--- config.mk ---
export PLATFORM = sky130hd
export DESIGN_NAME = ifmap_row_packer
export DESIGN_NICKNAME = d
export VERILOG_FILES = /design/src/rtl/ifmap_row_packer.sv
export SDC_FILE = /design/constraint.sdc
export NUM_CORES = 1
export LEC_CHECK = 0
export BUFFER_PORTS_ARGS = -buffer_cell sky130_fd_sc_hd__buf_2
export CAP_MARGIN = 20
export CORE_ASPECT_RATIO = 1.4
export CORE_MARGIN = 2
export CORE_UTILIZATION = 56
export DETAILED_ROUTE_END_ITERATION = 10
export MAX_ROUTING_LAYER = met4
export PLACE_DENSITY = 0.85
export SLEW_MARGIN = 10
export SYNTH_ARGS = -nofsm -noshare
export SYNTH_HDL_FRONTEND = slang
export SYNTH_SLANG_ARGS = --single-unit
--- constraint.sdc ---
create_clock -name clk -period 2.8 [get_ports clk]
set_clock_uncertainty 0.15 [all_clocks]
set_input_delay 0.14 -clock clk [delete_from_list [all_inputs] [get_ports clk]]
set_output_delay 0.14 -clock clk [all_outputs]
set_load 0.005 [all_outputs]
--- src/rtl/ifmap_row_packer.sv ---
// Tags a raw pixel stream with start/end-of-row flags and writes the words into the IFmap buffer.
// Optional zero padding around each row is built in when IFMAP_ZERO_PAD_EN is defined.
module ifmap_row_packer #(
  parameter int IFMAP_BUFFER_WIDTH = 8,
  parameter int LEN_WIDTH          = 8,
  parameter int ROWS_WIDTH         = 8,
  parameter int PAD_WIDTH          = 4
) (
  input  logic                          clk,
  input  logic                          reset,
  input  logic                          start,
  input  logic [LEN_WIDTH-1:0]          row_len,
  input  logic [ROWS_WIDTH-1:0]         num_rows,
`ifdef IFMAP_ZERO_PAD_EN
  input  logic [PAD_WIDTH-1:0]          pad_len,
`endif
  input  logic [IFMAP_BUFFER_WIDTH-3:0] pix_in,
  input  logic                          pix_valid,
  output logic                          pix_ready,
  output logic [IFMAP_BUFFER_WIDTH-1:0] IFmap_buffer_in,
  output logic                          IFmap_buffer_write_enable,
  input  logic                          IFmap_buffer_full,
  output logic                          busy,
  output logic                          done,
  output logic                          error
);

  typedef enum logic [1:0] {IDLE = 2'd0, STREAM = 2'd1, DONE = 2'd2} state_t;

  state_t                          state_r, state_s;
  logic [LEN_WIDTH-1:0]            len_r, col_r;
  logic [ROWS_WIDTH-1:0]           rows_r, row_r;
  logic [IFMAP_BUFFER_WIDTH-1:0]   hold_word_r;
  logic                            hold_valid_r, last_taken_r;
  logic                            busy_r, done_r, error_r;
  logic                            we_s, room_s, ready_s, take_s, load_s;
  logic                            sor_s, eor_s, col_end_s, last_row_s, row_end_s;
  logic                            start_ok_s, start_bad_s;
  logic [IFMAP_BUFFER_WIDTH-3:0]   data_s;

  assign we_s        = hold_valid_r & ~IFmap_buffer_full;
  assign room_s      = (state_r == STREAM) & (~hold_valid_r | we_s) & ~last_taken_r;
  assign col_end_s   = (col_r == len_r - LEN_WIDTH'(1));
  assign last_row_s  = (row_r == rows_r - ROWS_WIDTH'(1));
  assign start_ok_s  = (state_r == IDLE) & start & (row_len != '0) & (num_rows != '0);
  assign start_bad_s = (state_r == IDLE) & start & ((row_len == '0) | (num_rows == '0));
  assign take_s      = ready_s & pix_valid;

`ifdef IFMAP_ZERO_PAD_EN
  typedef enum logic [1:0] {LEAD = 2'd0, PIX = 2'd1, TRAIL = 2'd2} phase_t;

  phase_t               phase_r;
  logic [PAD_WIDTH-1:0] pad_r, pad_cnt_r;
  logic                 gen_s, pad_end_s;

  assign ready_s   = room_s & (phase_r == PIX);
  assign gen_s     = room_s & (phase_r != PIX);
  assign load_s    = take_s | gen_s;
  assign pad_end_s = (pad_cnt_r == pad_r - PAD_WIDTH'(1));

  // Word tagging: flags move onto the pad words whenever padding is enabled.
  always_comb begin
    data_s    = '0;
    sor_s     = 1'b0;
    eor_s     = 1'b0;
    row_end_s = 1'b0;
    case (phase_r)
      LEAD: begin
        sor_s = (pad_cnt_r == '0);
      end
      PIX: begin
        data_s    = pix_in;
        sor_s     = (col_r == '0) & (pad_r == '0);
        eor_s     = col_end_s & (pad_r == '0);
        row_end_s = take_s & col_end_s & (pad_r == '0);
      end
      TRAIL: begin
        eor_s     = pad_end_s;
        row_end_s = gen_s & pad_end_s;
      end
      default: begin
        data_s = '0;
      end
    endcase
  end

  // Pad phase sequencing: leading pads, pixels, trailing pads, per row.
  always_ff @(posedge clk or negedge reset) begin
    if (!reset) begin
      phase_r   <= PIX;
      pad_r     <= '0;
      pad_cnt_r <= '0;
    end else if (start_ok_s) begin
      phase_r   <= (pad_len != '0) ? LEAD : PIX;
      pad_r     <= pad_len;
      pad_cnt_r <= '0;
    end else if (gen_s) begin
      if (pad_end_s) begin
        pad_cnt_r <= '0;
        phase_r   <= (phase_r == LEAD) ? PIX : LEAD;
      end else begin
        pad_cnt_r <= pad_cnt_r + PAD_WIDTH'(1);
      end
    end else if (take_s & col_end_s & (pad_r != '0)) begin
      phase_r <= TRAIL;
    end
  end
`else
  assign ready_s = room_s;
  assign load_s  = take_s;

  // Word tagging for the plain pixel stream.
  always_comb begin
    data_s    = pix_in;
    sor_s     = (col_r == '0);
    eor_s     = col_end_s;
    row_end_s = take_s & col_end_s;
  end
`endif

  // Column/row counters compare before incrementing so full-scale lengths never overflow.
  always_ff @(posedge clk or negedge reset) begin
    if (!reset) begin
      len_r        <= '0;
      rows_r       <= '0;
      col_r        <= '0;
      row_r        <= '0;
      last_taken_r <= 1'b0;
    end else if (start_ok_s) begin
      len_r        <= row_len;
      rows_r       <= num_rows;
      col_r        <= '0;
      row_r        <= '0;
      last_taken_r <= 1'b0;
    end else begin
      if (take_s) begin
        col_r <= col_end_s ? '0 : col_r + LEN_WIDTH'(1);
      end
      if (row_end_s) begin
        if (last_row_s) begin
          last_taken_r <= 1'b1;
        end else begin
          row_r <= row_r + ROWS_WIDTH'(1);
        end
      end
    end
  end

  // Single-entry hold register; a word stays put until the buffer accepts it.
  always_ff @(posedge clk or negedge reset) begin
    if (!reset) begin
      hold_word_r  <= '0;
      hold_valid_r <= 1'b0;
    end else if (load_s) begin
      hold_word_r  <= {sor_s, eor_s, data_s};
      hold_valid_r <= 1'b1;
    end else if (we_s) begin
      hold_valid_r <= 1'b0;
    end
  end

  // Next-state logic.
  always_comb begin
    state_s = state_r;
    case (state_r)
      IDLE: begin
        if (start_ok_s) state_s = STREAM;
        else            state_s = IDLE;
      end
      STREAM: begin
        if (last_taken_r & we_s) state_s = DONE;
        else                     state_s = STREAM;
      end
      DONE: begin
        state_s = IDLE;
      end
      default: begin
        state_s = IDLE;
      end
    endcase
  end

  // State register and registered status strobes.
  always_ff @(posedge clk or negedge reset) begin
    if (!reset) begin
      state_r <= IDLE;
      busy_r  <= 1'b0;
      done_r  <= 1'b0;
      error_r <= 1'b0;
    end else begin
      state_r <= state_s;
      busy_r  <= (state_s == STREAM);
      done_r  <= (state_s == DONE);
      error_r <= start_bad_s;
    end
  end

  assign pix_ready                 = ready_s;
  assign IFmap_buffer_in           = hold_word_r;
  assign IFmap_buffer_write_enable = we_s;
  assign busy                      = busy_r;
  assign done                      = done_r;
  assign error                     = error_r;

endmodule

## Word-level counts from Yosys, hierarchy flattened

Cells that the tools add are included.

- Register bits: 47
- Input bits: 27
- Output and inout port bits: 13
- Word-level logic and storage cells: 62

- $add $sub $neg: 4
- Equality and inequality tests: 6
- Muxes and demuxes: 14
- Bitwise operators: 15
- Reductions and logical operators: 12

Operators by type and width:

| operator | number |
|---|---|
| $mux 8 | 6 |
| $logic_not 8->1 | 3 |
| $add 8x1->8 const B | 2 |
| $eq 8x8->1 | 2 |
| $reduce_bool 8->1 | 2 |
| $sub 8x1->8 const B | 2 |
| $and 1x1->1 | 10 |
| $reduce_bool 2->1 | 4 |
| $mux 1 | 6 |
| $eq 2x1->1 const B | 2 |
| $pmux 2 s2 | 1 |
| $reduce_and 2->1 | 2 |
| $not 1->1 | 3 |
| $eq 2x2->1 const B | 1 |
| $logic_not 2->1 | 1 |
| $mux 2 | 1 |
| $ne 2x1->1 const B | 1 |
| $or 1x1->1 | 2 |

## Depth between registers and ports, before layout

- Depth in word-level cells: 9
- Mapped depth: 9
- Mapped depth without buffers: 8

## Least setup slack after synthesis

No wires, ideal clock.

- Kind: reg2reg
- Start: register len_r[0]
- End: register row_r[5]
- Setup time: 0.078 ns
- Arrival: 2.216 ns
- Required time: 2.572 ns
- Setup slack: 0.356 ns
- Stages on the path, launching flop included: 9
- Buffers on the path: 0
- Clock period less this slack: 2.444 ns
- Cell sequence: dfrtp_1 > inv_1 > ha_1 > xnor3_1 > a32oi_1 > nor4_2 > o211ai_4 > or4_1 > a21oi_1

- Word-level cells in the longest chain between the ends: 5

Ends and longest elaborated chain:

| item | RTL line | text |
|---|---|---|
| start: declaration | 31 | `logic [LEN_WIDTH-1:0] len_r, col_r;` |
| start signal: assignment | 130 | `len_r <= row_len;` |
| $sub 8x1->8 | 43 | `assign col_end_s = (col_r == len_r - LEN_WIDTH'(1));` |
| $eq 8x8->1 | 43 |  |
| $and 1x1->1 | 117 | `row_end_s = take_s & col_end_s;` |
| $reduce_bool 2->1 (no line) | n/a |  |
| $reduce_and 2->1 (no line) | n/a |  |
| end signal: assignment | 143 | `row_r <= row_r + ROWS_WIDTH'(1);` |
| end: declaration | 32 | `logic [ROWS_WIDTH-1:0] rows_r, row_r;` |

Every way passes these cells.
A chain may end at the register's enable or synchronous reset.

## Worst setup path after layout

Ends and elaborated chain as after synthesis.

==> metrics.cfg <==
[global_routing]
grt_pass1_wl_mm = 10.6
grt_pass1_vias = 2315
grt_overflow = 0
grt_util_all_layers = 0.272
grt_start_max_net_pins = 48
antenna_found_initial = 0

[clocking]
clockBufferDepth = 2
clkTransAtPathRegs_ns = 0.10
worstSkewPairLatency_ns = 0.31
htreeDepth = 2
cts_made_buffers = 5
cts_sinks = 47
clockRootBuffer = clkbuf_8
cts_tree = built

[die]
ios = 40
coreArea_sq_um = 4500
die_area_sq_um = 5210
die-height_um = 84.6
start_util = 0.578
rows = 29
die_x_um = 61.6

[sta]
period_needed_ns = 2.68
fin_ws_ns = 0.121
fmax_mhz = 373
fin_crit_sh = 0.957
setup_viol = 0
hold_viol = 0
slew_violations = 0
maxSlewHeadroom = 0.670
worst_pin_slew_ns = 0.488

[min_path]
hold_path.class = primary input to async pin

[critical_path]
startpoint = len_r[0]
reg2reg_from = len_r[0]
critPathLaunchType = flop
regToRegSetupSlack_ns = 0.12
path_class = flop to flop
cp_data_required_time_ns = 2.88
arrival_ns = 2.76
rr_endpoint = row_r[5]
reg2reg_depth = 8
cp_max_fo = 11
critPathCaptureType = flop

[cells_and_area]
n_antenna_cell = 0
layout_commonest_cell = nand2_1
fillers = 345
ff_latch_area_sq_um = 1180
areaGrowthSynthToFinish_pct = 23.9
fin_cells = 406
multiInputGateArea_sq_um = 1320
drive_gt1_frac = 0.203
nets = 375
final_cell_mix = nand2_1, dfrtp_1, buf_2, dlygate4sd3_1, inv_1

[yosys]
synth_largest_area_cell = dfrtp_1
ys_ff_latch = 47
syn-mean-instance-area_sq_um = 9.31
synth-edff-count = 0
ys_dominant_reg_cell = dfrtp_1
synth-simple-area-share = 0.250
ys_types = 54
seq_area_frac_synth = 0.453
syn_nets = 311
synth_area_leaders = dfrtp_1, nand2_1, xnor2_1
netlist_instances = 279
ys_warn_count = 0
async_flop_share = 1.00
synth_top_cell_area_share = 0.453
netlist_area_sq_um = 2600
synth.area.mux_share = 0.0260
synth-xor-area-share = 0.0727
synth_top_family_by_area = simple AND/OR/NAND/NOR gates
synthAdderAreaFrac = 0.0241
synth_compound_area_frac = 0.131

[route]
vias_per_cell = 5.83
drtAntennaViolNets = 0
first_iter_violations = 148
drtPass1Iterations = 4
route.vias.total = 2368
wl_mm = 6.26
drc = 0
wl_per_cell_um = 15.4

[pwr]
pwr_density_cell_nw_per_um2 = 699
p_leak_nw = 1.47
irDropWorstVdd_v = 0.000441

[placement]
port_buffers = 39
hpwl_mm = 4.13
gp_congestion = 0.839
dp.cells = 373
dp_slack_ns = 0.151

[job]
drv_cap = 0

[run_status]
status = completed

timing repair:
action	4_1_cts	5_1_grt
endpoints found under the setup margin	0	5
resized for setup	0	2
setup buffers	0	0
hold buffers	24	0
hold endpoints to repair	70	0
cell type report:
type / count / share of cell area
Timing Repair Buffer: 70 / 0.155
Sequential cell: 47 / 0.365
Clock inverter: 3 / 0.00738
Tap cell: 62 / 0.0241
Inverter: 15 / 0.0175
Multi-Input combinational cell: 204 / 0.409
Clock buffer: 5 / 0.0214
power breakdown:
part           internal (mW)  switching (mW)  total (mW)
Sequential             0.830           0.195        1.03
Clock                  0.179           0.252       0.431
Combinational          0.394           0.402       0.796
critical path: stages (launching register included):
cell and delay, ns:
dfrtp_1 0.41, inv_1 0.08, ha_1 0.22, xnor3_1 0.36, a32oi_1 0.13, nor4_2 0.36, o211ai_4 0.19, or4_1 0.54
a21oi_1 0.16
synthesized netlist by cell type, types with 4 or more instances:
master	n
a21oi_1	11
dfrtp_1	47
nand4_1	4
o31ai_1	8
nor2_1	8
xnor2_1	13
nor4_1	7
or4_1	7
nor3_1	9
xor2_1	6
o21ai_0	7
nand2_1	59
nand3_1	6
ha_1	5
nor3b_1	6
mux2_2	6
clkbuf_1	8
inv_1	15
kinds of logic after synthesis:
family | Yosys count
xor gates and xnor gates | 20
adders and majority gates | 5
AOI/OAI and AO/OA | 47
and+or+nand+nor | 126
DFF | 47
muxes | 6
buffers and inverters | 28
flip-flops by register name (all words and copies together), names as in the netlist:
register         flops
last_taken_r         1
row_r                8
len_r                8
hold_valid_r         1
busy                 1
col_r                8
state_r              2
done                 1
error                1
rows_r               8
IFmap_buffer_in      8
per-stage QoR:
stage	power, mW	hold slack [ns]	TNS (ns)	util	area (sq um)
after global routing	2.39	0.155	-0.00113	0.716	3220
after global placement	1.74	0.198	0	0.636	2860
final	2.25	0.148	0	0.716	3220
after floorplan	1.56	-0.306	0	-	2600
after detailed placement	1.78	0.202	0	0.636	2860
after CTS	2.23	0.141	0	0.710	3190
how the worst max path moves through the flow:
stage and end:
3_5_place_dp row_r[4], 2_1_floorplan row_r[5], 5_1_grt row_r[5], 4_1_cts row_r[5]
6_report row_r[5], 3_3_place_gp row_r[4]
layer usage:
layer  routed length, um  track usage  part of all wire
met5                   0            -                 0
met4                 248        0.108             0.040
met3                 156       0.0339             0.025
met2                3470        0.459              0.55
met1                2390        0.316              0.38
Note: power is estimated with default switching activity, not from simulation.
